### config.mk
export PLATFORM = sky130hd
export DESIGN_NAME = qspi_tx_shifter
export DESIGN_NICKNAME = d
export VERILOG_FILES = /design/src/rtl/qspi_pkg.sv /design/src/rtl/qspi_tx_shifter.sv
export SDC_FILE = /design/constraint.sdc
export NUM_CORES = 1
export LEC_CHECK = 0
export CORE_MARGIN = 4
export CORE_UTILIZATION = 48
export CTS_CLUSTER_SIZE = 28
export DETAILED_ROUTE_END_ITERATION = 10
export DONT_BUFFER_PORTS = 1
export GPL_ROUTABILITY_DRIVEN = 1
export PLACE_DENSITY = 0.75
export SLEW_MARGIN = 0
export SYNTH_ARGS = -nofsm -noshare
export SYNTH_HDL_FRONTEND = slang
export SYNTH_SLANG_ARGS = --single-unit
### constraint.sdc
create_clock -name clk -period 6.52 [get_ports clk]
set_input_delay 0 -clock clk [delete_from_list [all_inputs] [get_ports clk]]
set_output_delay 0 -clock clk [all_outputs]
set_load 0.02 [all_outputs]
### src/rtl/qspi_pkg.sv
// Shared QSPI TX definitions: lane-mode encodings, controller states, FIFO width
// and small per-mode helpers used by the shifter.
package qspi_pkg;

    localparam int FIFO_DW = 32;

    typedef enum logic [1:0] {
        LANE_X1   = 2'd0,
        LANE_X2   = 2'd1,
        LANE_X4   = 2'd2,
        LANE_RSVD = 2'd3
    } lane_mode_e;

    typedef enum logic [2:0] {
        IDLE      = 3'd0,
        FETCH     = 3'd1,
        WAIT_DATA = 3'd2,
        SHIFT     = 3'd3,
        DONE      = 3'd4
    } state_e;

    // Bits moved per shift tick.
    function automatic logic [2:0] unit_bits(lane_mode_e m);
        case (m)
            LANE_X2: return 3'd2;
            LANE_X4: return 3'd4;
            default: return 3'd1;
        endcase
    endfunction

    // Index of the last unit within one byte.
    function automatic logic [2:0] last_unit(lane_mode_e m);
        case (m)
            LANE_X2: return 3'd3;
            LANE_X4: return 3'd1;
            default: return 3'd7;
        endcase
    endfunction

    function automatic logic [3:0] lane_oe(lane_mode_e m);
        case (m)
            LANE_X2: return 4'b0011;
            LANE_X4: return 4'b1111;
            default: return 4'b0001;
        endcase
    endfunction

endpackage

### src/rtl/qspi_tx_shifter.sv
// QSPI transmit shifter: pops 32-bit words from the TX FIFO and shifts bytes out
// LSB-byte first, MSB-first per byte, on x1/x2/x4 lanes. Option: QSPI_TX_UNDERRUN_ABORT_EN.
module qspi_tx_shifter
    import qspi_pkg::*;
#(
    parameter int CNT_W = 16
) (
    input  logic               clk,
    input  logic               resetn,
    input  logic               start_i,
    input  logic [CNT_W-1:0]   byte_count_i,
    input  logic [1:0]         lane_mode_i,
    input  logic               shift_tick_i,
    output logic               fifo_rd_en_o,
    input  logic [FIFO_DW-1:0] fifo_rd_data_i,
    input  logic               fifo_empty_i,
    output logic [3:0]         io_o,
    output logic [3:0]         io_oe_o,
    output logic               busy_o,
    output logic               done_o,
    output logic               underrun_o
);

    state_e             state_q, state_d;
    logic [CNT_W-1:0]   cnt_q, cnt_d, cnt_dec;
    lane_mode_e         mode_q, mode_d, mode_in;
    logic [FIFO_DW-1:0] sreg_q, sreg_d;
    logic [1:0]         byte_q, byte_d;
    logic [2:0]         unit_q, unit_d;
    logic               started_q, started_d;
    logic               byte_end;

    assign mode_in  = (lane_mode_i == LANE_RSVD) ? LANE_X1 : lane_mode_e'(lane_mode_i);
    assign byte_end = (unit_q == last_unit(mode_q));
    assign cnt_dec  = cnt_q - 1'b1;

    always_ff @(posedge clk or negedge resetn) begin
        if (!resetn) state_q <= IDLE;
        else         state_q <= state_d;
    end

    always_comb begin
        state_d = state_q;
        case (state_q)
            IDLE:      if (start_i) state_d = (byte_count_i != '0) ? FETCH : DONE;
            FETCH: begin
                if (!fifo_empty_i) state_d = WAIT_DATA;
`ifdef QSPI_TX_UNDERRUN_ABORT_EN
                else               state_d = DONE;
`endif
            end
            WAIT_DATA: state_d = SHIFT;
            SHIFT: begin
                if (shift_tick_i && byte_end) begin
                    if (cnt_dec == '0)       state_d = DONE;
                    else if (byte_q == 2'd3) state_d = FETCH;
                end
            end
            DONE:      state_d = IDLE;
            default:   state_d = IDLE;
        endcase
    end

    always_comb begin
        fifo_rd_en_o = 1'b0;
        io_o         = '0;
        io_oe_o      = '0;
        busy_o       = (state_q != IDLE);
        done_o       = 1'b0;
        case (state_q)
            FETCH: begin
                fifo_rd_en_o = !fifo_empty_i;
                if (started_q) io_oe_o = lane_oe(mode_q);
            end
            WAIT_DATA: if (started_q) io_oe_o = lane_oe(mode_q);
            SHIFT: begin
                io_oe_o = lane_oe(mode_q);
                case (mode_q)
                    LANE_X2: io_o = {2'b00, sreg_q[7:6]};
                    LANE_X4: io_o = sreg_q[7:4];
                    default: io_o = {3'b000, sreg_q[7]};
                endcase
            end
            DONE:    done_o = 1'b1;
            default: ;
        endcase
    end

    // The current byte always sits in sreg_q[7:0]; finished bytes are dropped
    // by a right shift so the next byte lands in place.
    always_comb begin
        cnt_d     = cnt_q;
        mode_d    = mode_q;
        sreg_d    = sreg_q;
        byte_d    = byte_q;
        unit_d    = unit_q;
        started_d = started_q;
        case (state_q)
            IDLE: begin
                started_d = 1'b0;
                if (start_i) begin
                    cnt_d  = byte_count_i;
                    mode_d = mode_in;
                end
            end
            FETCH: begin
                byte_d = '0;
                unit_d = '0;
            end
            WAIT_DATA: sreg_d = fifo_rd_data_i;
            SHIFT: begin
                started_d = 1'b1;
                if (shift_tick_i) begin
                    if (byte_end) begin
                        cnt_d  = cnt_dec;
                        unit_d = '0;
                        byte_d = byte_q + 2'd1;
                        sreg_d = {8'h00, sreg_q[FIFO_DW-1:8]};
                    end else begin
                        unit_d      = unit_q + 3'd1;
                        sreg_d[7:0] = sreg_q[7:0] << unit_bits(mode_q);
                    end
                end
            end
            default: ;
        endcase
    end

    always_ff @(posedge clk or negedge resetn) begin
        if (!resetn) begin
            cnt_q     <= '0;
            mode_q    <= LANE_X1;
            sreg_q    <= '0;
            byte_q    <= '0;
            unit_q    <= '0;
            started_q <= 1'b0;
        end else begin
            cnt_q     <= cnt_d;
            mode_q    <= mode_d;
            sreg_q    <= sreg_d;
            byte_q    <= byte_d;
            unit_q    <= unit_d;
            started_q <= started_d;
        end
    end

`ifdef QSPI_TX_UNDERRUN_ABORT_EN
    logic under_q, under_d;

    always_comb begin
        under_d = under_q;
        if (state_q == IDLE && start_i)          under_d = 1'b0;
        else if (state_q == FETCH && fifo_empty_i) under_d = 1'b1;
    end

    always_ff @(posedge clk or negedge resetn) begin
        if (!resetn) under_q <= 1'b0;
        else         under_q <= under_d;
    end

    assign underrun_o = under_q;
`else
    assign underrun_o = 1'b0;
`endif

endmodule
* After elaboration in Yosys (flattened, before gate mapping) *
Index checks and enable logic that the tools add are counted.
W data, S select, Z words.

storage, ports and cells
  output and inout port bits = 12
  logic and storage cells = 79
  bits in registers = 59

cells by class
  $add $sub $neg = 3
  equal/unequal tests = 15
  reduce and logical (&&, ||, !) cells = 17
  shifts and indexed selects = 1
  mux-type cells = 35

operators by type and width
  operator                 number
  $pmux W32 S2             1
  $mux W16                 3
  $mux W3                  11
  $mux W32                 1
  $pmux W16 S2             1
  $mux W24                 1
  $pmux W4 S2              3
  $pmux W3 S2              3
  $logic_not A16 Y1        1
  $reduce_bool A16 Y1      1
  $sub A16 B1 Y16 const B  1
  $pmux W3 S4              1
  $ne A2 B2 Y1 const B     5
  $mux W4                  2
  $mux W8                  1
  $reduce_and A4 Y1        2
  $shl A8 B3 Y8            1
  $eq A2 B2 Y1 const B     3
  $eq A3 B2 Y1 const B     2
  $mux W2                  3
  $reduce_and A2 Y1        3
  $reduce_and A3 Y1        2
  $reduce_bool A2 Y1       3
  $pmux W2 S2              1
  14 further kinds         15

* Depth between registers and ports, before layout *
  depth after elaboration = 10
  mapped depth = 11
  mapped depth without buffers = 8

* Worst setup path before layout *
OpenSTA, ideal clock, no wires.

  path kind = register to register
  start point = reg mode_q[0]
  end point = reg sreg_q[6]
  arrival = 2.064 ns
  setup time = 0.126 ns
  path buffers = 3
  stages on the path, launching flop included = 11
  data required time = 6.394 ns
  period minus slack after synthesis = 2.190 ns
  slack = 4.330 ns
  cell sequence = dfrtp_1 -> inv_1 -> ha_1 -> buf_2 -> xnor2_1 -> and3_1 -> clkbuf_1 -> clkbuf_1 -> nor2_1 -> a211oi_1 -> o21ai_1

between the ends
  word-level cells in the longest chain between the ends = 9
  elaborated cells between the ends (all ways) = 12
  those cells by class = eq/ne: 3; shift: 1; mux: 8

ends and longest elaborated chain
  what                                                 line                            RTL
  from (decl)                                          qspi_tx_shifter.sv:26           lane_mode_e mode_q, mode_d, mode_in;
  from (signal assigned)                               qspi_tx_shifter.sv:139          mode_q <= mode_d;
  $eq A2 B2 Y1 / $eq A2 B1 Y1 (equally long branches)  qspi_pkg.sv:24, qspi_pkg.sv:33
  $pmux W3 S2                                          qspi_pkg.sv:24                  case (m)
  $mux W3                                              qspi_tx_shifter.sv:114          if (byte_end) begin
  $mux W3                                              qspi_tx_shifter.sv:113          if (shift_tick_i) begin
  $mux W3                                              qspi_tx_shifter.sv:98           case (state_q)
  $shl A8 B3 Y8                                        qspi_tx_shifter.sv:121          sreg_d[7:0] = sreg_q[7:0] << unit_bits(mode_q);
  $mux W8 (*)                                          qspi_tx_shifter.sv:114
  $mux W32 (*)                                         qspi_tx_shifter.sv:113
  $pmux W32 S2 (*)                                     qspi_tx_shifter.sv:98
  to (signal assigned)                                 qspi_tx_shifter.sv:140          sreg_q <= sreg_d;
  to (decl)                                            qspi_tx_shifter.sv:27           logic [FIFO_DW-1:0] sreg_q, sreg_d;

Every way passes the cells marked *; elsewhere a longest branch is shown, timed or not. The select of a mux whose other input is x is not followed.
A chain may end at the register's enable or synchronous reset.

* Worst setup path in the final report *
  start point = reg state_q[0]
  end point = reg cnt_q[4]

between the ends
  word-level cells in the longest chain between the ends = 3
  elaborated cells between the ends (all ways) = 8
  those cells by class = eq/ne: 4; mux: 1; reduce/logical: 3

ends and longest elaborated chain
  what                                                                 line                    RTL
  from (decl)                                                          qspi_tx_shifter.sv:24   state_e state_q, state_d;
  from (signal assigned)                                               qspi_tx_shifter.sv:39   else state_q <= state_d;
  $eq A3 B2 Y1 / $logic_not A3 Y1 (equally long branches)              qspi_tx_shifter.sv:98
  $ne A2 B2 Y1 (no line) / $reduce_bool A2 Y1 (equally long branches)  -
  $reduce_and A4 Y1 (no line)                                          -
  to (signal assigned)                                                 qspi_tx_shifter.sv:138  cnt_q <= cnt_d;
  to (decl)                                                            qspi_tx_shifter.sv:25   logic [CNT_W-1:0] cnt_q, cnt_d, cnt_dec;

Parallel ways exist; a longest one is shown, timed or not.

==> run metrics <==
combined global-route utilization of all metal layers=approximately 23%; cells after synthesis=between 400 and 500; synth warn=0; Die Wd=approximately 96 microns; RSZ-0062 raised after global routing=no; aggregate negative setup slack=0 ns; critical path peak fanout=60; gpl congestion=around 0.9; # rows=31; net load switching power=661.9 uW; fraction of power spent switching nets=41.08%; max-slew violation count=0; Remaining DRCs=0; CORE AREA=7408 sq um; residual overflow from global routing=0; IO Count=67; share of total power in combinational logic=roughly 39%; average wire per cell in the routed design=~17 microns; initial standard-cell utilization of the core=50.24%; P_leak=1.888 nW; via count of the first global-routing pass=3398; arrival time worst endpoint=roughly 3.2 ns; Iter 0 DRT Violations=339; share of the clock period used by the worst path=45.39%; fin area=4492 sq um; Max Cap Viol=0; syn_nets=about 530; sum of routed wire length over all layers=between 10000 and 15000 microns; first-pass iteration count of the detailed router=5; worst vdd ir=0.0001839 V; wire length of the first global-routing pass=16670 microns; number of instances on the worst hold path=4; min Tclk post-route=between 2 and 3 ns; final worst hold slack=0.01640 ns; post-synth cell types=57; sinks on the clock net=59; highest clock frequency the design can meet=between 0.3 and 0.4 GHz; overall power after layout=1.611 mW; antenna-violating nets left=0; pre-CTS setup slack=about 3.7 ns; synthesized area per cell=8.022 sq um; Diodes inserted=0; post-layout net count=~560; clock group share of total power=22.2%; reg2reg path depth=6; largest clock skew in the final design=0.007748 ns; Clock Pin Slew Worst Setup and Hold Paths=around 0.08 ns; pwr dens=358.7 nW/um^2; worst skew pair latency=0.34 ns; antenna violations before repair=0; Util after Layout=approximately three fifths; summed instance area of the synthesized netlist=3722 sq um; total of flip-flops plus latches after synthesis=between 50 and 60; WS Path Type=flip-flop to flip-flop; post-DP HPWL=between 6000 and 7000 microns; Max-Slew Margin vs Limit=about 27%; final setup margin=3.560 ns; placed standard-cell area=3701 sq um; DIE AREA=around 9000 sq um; total placed cells including tap cells=528; post-synthesis async set-or-reset flop share=100.0%; count of placed standard cells in the final layout, fillers left out=600; area growth from synthesis to final layout=20.67%; crit start category=flip-flop; worst slew pin tran=1.095 ns; cell chosen for the clock root=clkbuf_8; CTS H-Tree Depth=3; type of the most critical hold path=input pin to flip-flop; pin count of the biggest net entering global routing=61; share of final-layout standard cells stronger than drive strength 1=under 10%; Critical Path End Type=flip-flop; clock buffer count from CTS=9; port buffer count=0; Internal=949.5 uW; number of vias per cell=between 6 and 7; number of buffers between clock root and the deepest sink=2; Post-synth EDFFs=0; run status=completed; portion of the post-synthesis area used by sequential elements=between 30% and 40%; sequential group share of total power=just under 40%; setup-violating endpoint count in the final report=0; die height=between 90 and 100 microns; CTS tree=done; dominant synthesized flop cell=dfrtp_1; data required time at the worst endpoint=6.79 ns; final hold violation count=0; vias after detailed routing=3679
-- cells by family after synthesis --
logic type	Yosys count	share of synthesized area, %
buffers and inverters	44	5.277
muxes	12	3.261
other	1	0.1007
adders and majority gates	8	2.689
and+or+nand+nor	201	26.42
AOI/OAI and AO/OA	137	22.12
xor gates and xnor gates	2	0.4707
DFF	59	39.66
-- placed cells by master, fill, tap and decap left out, drive strengths merged, types with 7 or more instances in the layout --
cell type    count
nand2           82
dfrtp           59
dlygate4sd3     55
o21ai           45
nor2            43
a21oi           38
a31oi           20
nand3           19
mux2i           11
clkbuf          11
nor4            10
inv              8
ha               8
and3             7
-- metal layers --
metal | share of wire, % | GRT usage (%) | vias to the layer above
li1 | - | - | 1722
met3 | 8.1 | 5.238 | 41
met2 | 45 | 34.73 | 178
met5 | 0 | 0 | -
met4 | 3.5 | 10.90 | 0
met1 | 43 | 31.50 | 1738
-- path summary, 6_finish.rpt --
path,start,endpoint,slack [ns]
min in group asynchronous,resetn,sreg_q[1]$_DFFE_PN0P_,0.22
worst max register to register,state_q[0]$_DFFE_PN0P_,cnt_q[4]$_DFFE_PN0P_,3.56
worst max-delay path,state_q[0]$_DFFE_PN0P_,cnt_q[4]$_DFFE_PN0P_,3.56
worst min register to register,sreg_q[31]$_DFFE_PN0P_,sreg_q[31]$_DFFE_PN0P_,0.48
worst min-delay path,start_i,state_q[0]$_DFFE_PN0P_,0.02
max in group asynchronous,resetn,sreg_q[26]$_DFFE_PN0P_,6.06
-- cells in the mapped netlist, drive strengths merged (2+ instances only) --
| cell | instances | area share [%] |
|---|---|---|
| nor4b | 2 | 0.64 |
| o32ai | 2 | 0.47 |
| a211oi | 6 | 1.2 |
| nor3b | 2 | 0.40 |
| ha | 8 | 2.7 |
| nor2 | 43 | 4.3 |
| a22oi | 4 | 0.81 |
| nand3 | 19 | 3.0 |
| dfrtp | 59 | 40 |
| o21ai | 45 | 6.1 |
| nor4 | 10 | 2.4 |
| nand2b | 6 | 1.0 |
| a31oi | 20 | 3.4 |
| nand4 | 6 | 1.0 |
| nand2 | 82 | 8.3 |
| mux2i | 11 | 3.0 |
| nor2b | 4 | 0.67 |
| o22ai | 2 | 0.34 |
| nand3b | 5 | 1.0 |
| and3 | 7 | 1.2 |
| buf | 14 | 2.3 |
| and2 | 3 | 0.50 |
| clkbuf | 22 | 2.2 |
| inv | 8 | 0.81 |
| nor3 | 6 | 0.81 |
| o211ai | 6 | 1.2 |
| a21oi | 38 | 5.1 |
| o31ai | 2 | 0.40 |
| or3 | 3 | 0.50 |
-- power by group through the flow --
stage / Combinational [mW] / Sequential [mW] / Clock (mW)
finish: 0.625 / 0.629 / 0.357
global route: 0.700 / 0.647 / 0.375
CTS: 0.616 / 0.624 / 0.358
detailed placement: 0.575 / 0.630 / 0
global placement: 0.552 / 0.624 / 0
floorplan: 0.521 / 0.579 / 0
-- critical path: stages, from the launching register on --
cell	delay, ns
dfrtp_1	0.48
nor2b_1	0.20
nand2_2	0.79
nor2_1	0.25
o22ai_1	0.77
o21ai_0	0.26
o21ai_1	0.13
-- flip-flops by register name (all words and copies together), names as in the netlist --
signal     count
unit_q         3
cnt_q         16
state_q        3
mode_q         2
byte_q         2
started_q      1
sreg_q        32
-- what timing repair did --
item / CTS / global route
hold buffers: 56 / 0
hold endpoints to repair: 116 / 0
setup buffers: 0 / 0
gates resized for setup: 0 / 0
-- cell type report --
class / count / area [sq um]
fill: 627 / 2917
multi-input combinational: 361 / 2063
sequential: 59 / 1476
timing repair buffer: 57 / 585.6
clock buffer: 11 / 151.4
tap: 99 / 123.9
clock inverter: 5 / 61.31
inverter: 8 / 30.03
Power figures use the tool's default switching activity.
